## src/rtl/dest_sched.sv

```systemverilog
// Per-partition ingress scheduler: filters local packets into one-entry slots per input and
// drains them round-robin onto a single registered valid/ready output.
module dest_sched #(
  parameter int unsigned N   = 8,
  parameter int unsigned SW  = 3,
  parameter int unsigned AW  = 11,
  parameter int unsigned DW  = 32,
  parameter logic [3:0]  PID = 4'h0
) (
  input  logic          clock,
  input  logic          reset,
  input  logic [N-1:0]    in_valid,
  input  logic [N*AW-1:0] in_nexthop,
  input  logic [N*DW-1:0] in_data,
  output logic [N-1:0]    in_ready,
  output logic          out_valid,
  input  logic          out_ready,
  output logic [AW-1:0] out_nexthop,
  output logic [DW-1:0] out_data,
  output logic [SW-1:0] out_src,
  output logic [7:0]    drop_count
);

  logic [N-1:0]  r_full;
  logic [AW-1:0] r_nh   [N];
  logic [DW-1:0] r_data [N];
  logic [SW-1:0] r_rr;
  logic          r_out_valid;
  logic [AW-1:0] r_out_nh;
  logic [DW-1:0] r_out_data;
  logic [SW-1:0] r_out_src;
  logic [7:0]    r_drop;

  logic          w_out_free;
  logic          w_gnt_found;
  logic [SW-1:0] w_gnt_idx;
  logic [N-1:0]  w_grant;
  logic [N-1:0]  w_local;
  logic [N-1:0]  w_xfer;
  logic [8:0]    w_drop_n;
  logic [8:0]    w_drop_sum;
  logic [7:0]    w_drop_next;

  assign w_out_free = ~r_out_valid | out_ready;

  // First full slot at or after the round-robin pointer, wrapping mod N.
  always_comb begin
    w_gnt_found = 1'b0;
    w_gnt_idx   = '0;
    for (int unsigned k = 0; k < N; k++) begin
      if (!w_gnt_found && r_full[(32'(r_rr) + k) % N]) begin
        w_gnt_found = 1'b1;
        w_gnt_idx   = SW'((32'(r_rr) + k) % N);
      end
    end
  end

  assign w_grant  = (w_gnt_found && w_out_free) ? (N'(1) << w_gnt_idx) : '0;
  // Depends only on registered state and out_ready, never on in_valid/in_nexthop.
  assign in_ready = ~r_full | w_grant;
  assign w_xfer   = in_valid & in_ready;

  always_comb begin
    w_local  = '0;
    w_drop_n = '0;
    for (int unsigned i = 0; i < N; i++) begin
      w_local[i] = (in_nexthop[i*AW+AW-1 -: 4] == PID);
      w_drop_n   = w_drop_n + 9'(w_xfer[i] & ~w_local[i]);
    end
    w_drop_sum  = {1'b0, r_drop} + w_drop_n;
    w_drop_next = w_drop_sum[8] ? 8'hFF : w_drop_sum[7:0];
  end

  // A refill in the same cycle as a grant wins, so full stays set.
  always_ff @(posedge clock or posedge reset) begin
    if (reset) begin
      r_full <= '0;
      for (int unsigned i = 0; i < N; i++) begin
        r_nh[i]   <= '0;
        r_data[i] <= '0;
      end
    end else begin
      for (int unsigned i = 0; i < N; i++) begin
        if (w_xfer[i] && w_local[i]) begin
          r_full[i] <= 1'b1;
          r_nh[i]   <= in_nexthop[i*AW +: AW];
          r_data[i] <= in_data[i*DW +: DW];
        end else if (w_grant[i]) begin
          r_full[i] <= 1'b0;
        end
      end
    end
  end

  always_ff @(posedge clock or posedge reset) begin
    if (reset) begin
      r_out_valid <= 1'b0;
      r_out_nh    <= '0;
      r_out_data  <= '0;
      r_out_src   <= '0;
      r_rr        <= '0;
      r_drop      <= '0;
    end else begin
      r_drop <= w_drop_next;
      if (w_out_free) begin
        if (w_gnt_found) begin
          r_out_valid <= 1'b1;
          r_out_nh    <= r_nh[w_gnt_idx];
          r_out_data  <= r_data[w_gnt_idx];
          r_out_src   <= w_gnt_idx;
          r_rr        <= SW'((32'(w_gnt_idx) + 1) % N);
        end else begin
          r_out_valid <= 1'b0;
        end
      end
    end
  end

  assign out_valid   = r_out_valid;
  assign out_nexthop = r_out_nh;
  assign out_data    = r_out_data;
  assign out_src     = r_out_src;
  assign drop_count  = r_drop;

endmodule

```

## config.mk

```make
export PLATFORM = sky130hd
export DESIGN_NAME = dest_sched
export DESIGN_NICKNAME = d
export VERILOG_FILES = /design/src/rtl/dest_sched.sv
export SDC_FILE = /design/constraint.sdc
export NUM_CORES = 1
export LEC_CHECK = 0
export BUFFER_PORTS_ARGS = -buffer_cell sky130_fd_sc_hd__buf_4
export CORE_UTILIZATION = 59
export CTS_CLUSTER_SIZE = 25
export DETAILED_ROUTE_END_ITERATION = 10
export PLACE_DENSITY = 0.86
export RECOVER_POWER = 100
export SLEW_MARGIN = 15
export SYNTH_ARGS = -nofsm -noshare
export SYNTH_HDL_FRONTEND = slang
export SYNTH_SLANG_ARGS = --single-unit
```

## constraint.sdc

```tcl
create_clock -name clock -period 23.9 [get_ports clock]
set_input_delay 2.39 -clock clock [delete_from_list [all_inputs] [get_ports clock]]
set_output_delay 2.39 -clock clock [all_outputs]
set_load 0.03 [all_outputs]
```

==> metrics <==
quantity of I/O buffers inserted on ports=around 420; DIE AREA=33500 sq um; starting density of the core=60.6%; level count of the clock H-tree=2; global-route wire length before repair=86300 um; class of the worst hold path=reg -> reg; Post-Synthesis Cells=1540; most used cells in the layout excluding fill and tap cells=410 x sky130_fd_sc_hd__dfrtp_1, 355 x sky130_fd_sc_hd__buf_4, 221 x sky130_fd_sc_hd__mux2_1; number of synthesis warnings=0; net count of the finished layout=around 2300; aggregate global-route resource usage=33.6%; max-slew violations=932; Final Critical Period=14.03 ns; DRC=0; CTS buffer count=44; Primary FF master, synth=sky130_fd_sc_hd__dfrtp_1; antenna violations before repair=1; WS Path Type=reg -> out; transition at the pin with the smallest max-transition slack=9.60 ns; unrepaired setup endpoints after global routing=no; maximum count of clock buffers along a single path=3; Final Setup Violations=0; fraction of synthesis flops using an asynchronous set or reset pin=100%; half-perimeter wire length of the detailed placement result=37000 um; Max-Slew Margin vs Limit=-540%; post-synthesis sequential element count=roughly 400; number of enable flip-flop cells after synthesis=0; Clk pin slew, worst setup/hold paths=0.07 ns; core area=about 32000 sq um; overall die width=183 um; Hold-fix buffers, CTS=0; Post-CTS Setup Inserts=0; Final Routed Wirelength=around 56000 um; post-synthesis instance area=19300 sq um; share of the yosys chip area belonging to registers=53.1%; Startpoint Class=flip-flop; clock root buffer master=sky130_fd_sc_hd__clkbuf_16; post-synthesis average cell area=approximately 13 sq um; number of nets produced by synthesis=1912; vertical die dimension=between 150 and 200 um; via count of the first global-routing pass=15300; Distinct cells, synth=between 60 and 70; Routed wire per std cell=23.3 um; clock tree skew after final layout=0.0446 ns; violated checks=capacitance limit, slew limit; worst-skew pair later-pin latency=about 0.57 ns; Worst setup EP type=output port; cts repair resizes=0; Max Freq=71.3 MHz; violation count after the first detailed-routing iteration=1088; DRT Pass-1 Iters=5; result of the run=complete, but fails checks; final-report hold violation count=0; Max Cap Violations=18; final design utilization=approximately three quarters; worst path required time=about 22 ns; total negative setup slack=0 ns; data arrival time at the worst-slack endpoint=approximately 12 ns; critical-path maximum fanout=85; Area growth, synth to finish=23.0%; total number of placement rows=65; number of placed I/O pins=between 400 and 500; number of vias per cell after detailed routing=between 6 and 7; grt total ovfl=0; detailed-route via count=between 10000 and 15000; number of nets with antenna violations after detailed routing=0; most common cell after layout, fill and taps aside=sky130_fd_sc_hd__dfrtp_1; Sink Count=410; routability cong.=0.914; share of the clock period used by the worst path=58.7%; maximum number of pins on one net before global-route repair=189; TritonCTS clock tree=yes; share of layout cells above drive strength 1=28.4%
[per-stage QoR]
stage	std cells	hold slack (ns)	instance area [sq um]	setup WS, ns
finish	2386	0.481	23800	9.87
global route	2385	0.499	23800	7.75
CTS	2383	0.484	24100	14.21
detailed placement	2304	0.470	22600	14.26
global placement	2304	0.464	22600	14.49
floorplan	1540	0.451	19300	10.10
[cells by family after synthesis]
group                    after synthesis  share of synthesized area [%]
AO/OA/AOI/OAI                        168                           7.33
multiplexers                         445                           26.0
XOR/XNOR                               5                          0.227
AND/OR/NAND/NOR                      371                           8.64
buffers and inverters                124                           3.41
flip-flops                           410                           53.1
adder cells (fa/ha/maj)               17                           1.30
[per-layer routing]
layer / GRT usage [%] / routed length [um]
met5: 0 / 0
met4: 15.9 / 2680
met3: 5.76 / 3660
met2: 56.5 / 27500
met1: 42.6 / 21900
[worst max-delay path, cell delays in order, from the launching register on]
cell                       delay [ns]
sky130_fd_sc_hd__dfrtp_1         0.65
sky130_fd_sc_hd__inv_1           0.35
sky130_fd_sc_hd__ha_1            0.76
sky130_fd_sc_hd__mux2_1          0.41
sky130_fd_sc_hd__mux4_2          0.53
sky130_fd_sc_hd__or3_1           0.36
sky130_fd_sc_hd__a211oi_1        0.57
sky130_fd_sc_hd__a22oi_1         0.21
sky130_fd_sc_hd__clkbuf_1        0.31
sky130_fd_sc_hd__nand2_1         1.49
sky130_fd_sc_hd__clkbuf_1        2.65
sky130_fd_sc_hd__inv_6           1.08
sky130_fd_sc_hd__nor2_1          0.47
sky130_fd_sc_hd__ha_1            0.21
sky130_fd_sc_hd__inv_1           0.03
sky130_fd_sc_hd__o21ai_0         0.38
sky130_fd_sc_hd__clkbuf_1        0.40
[synthesized netlist by cell type (all sizes together), types with 2 or more instances]
| cell | n | area share (%) |
|---|---|---|
| dfrtp | 410 | 53 |
| mux2 | 320 | 19 |
| nand2 | 213 | 4.2 |
| mux2i | 112 | 5.8 |
| nand3 | 67 | 1.8 |
| buf | 64 | 2.2 |
| clkbuf | 40 | 0.78 |
| nor2b | 33 | 1.1 |
| o221ai | 32 | 1.5 |
| a31o | 31 | 1.4 |
| nor2 | 22 | 0.47 |
| inv | 20 | 0.39 |
| a211oi | 14 | 0.57 |
| a21oi | 13 | 0.40 |
| a221o | 13 | 0.67 |
| a311oi | 13 | 0.59 |
| mux4 | 13 | 1.5 |
| o21ai | 13 | 0.38 |
| ha | 12 | 0.78 |
| a21boi | 9 | 0.35 |
| nor4 | 8 | 0.26 |
| nand2b | 6 | 0.19 |
| and2 | 5 | 0.16 |
| fa | 5 | 0.52 |
| nor3 | 5 | 0.13 |
| o21a | 4 | 0.16 |
| o31ai | 4 | 0.30 |
| or2 | 4 | 0.14 |
| xnor2 | 4 | 0.18 |
| a21o | 3 | 0.12 |
| a31oi | 3 | 0.097 |
| nand3b | 3 | 0.12 |
| a22oi | 2 | 0.10 |
| and3 | 2 | 0.065 |
| o22ai | 2 | 0.065 |
| o32a | 2 | 0.11 |
| o32ai | 2 | 0.19 |
[flip-flops by register name, indices dropped and copies added, names as in the netlist]
register	flops
r_data	256
r_nh	88
out_data	32
out_nexthop	11
drop_count	8
r_full	8
out_src	3
r_rr	3
out_valid	1
[final timing paths]
check,start,end,slack [ns],cells after the start
min in group asynchronous,reset,r_data[30],3.02,2
setup / recovery,r_rr[0],in_ready[7],9.87,16
setup reg to reg,r_rr[0],drop_count[3],9.99,26
hold reg to reg,r_nh[55],r_nh[55],0.48,1
max in group asynchronous,reset,r_data[151],10.31,3
hold / removal,r_nh[55],r_nh[55],0.48,1
[area by class of cell]
cell class                      instances  area (sq um)
Clock inverter                         13           198
Fill cell                            2157          8120
Timing Repair Buffer                  434          2990
Multi-Input combinational cell       1006          8390
Sequential cell                       410         10300
Tap cell                              435           544
Clock buffer                           66          1290
Inverter                               20          81.3
Antenna cell                            2          5.00
Power is not shown: default switching activity piles up to over one toggle a cycle in this logic, so the estimate is an artifact.
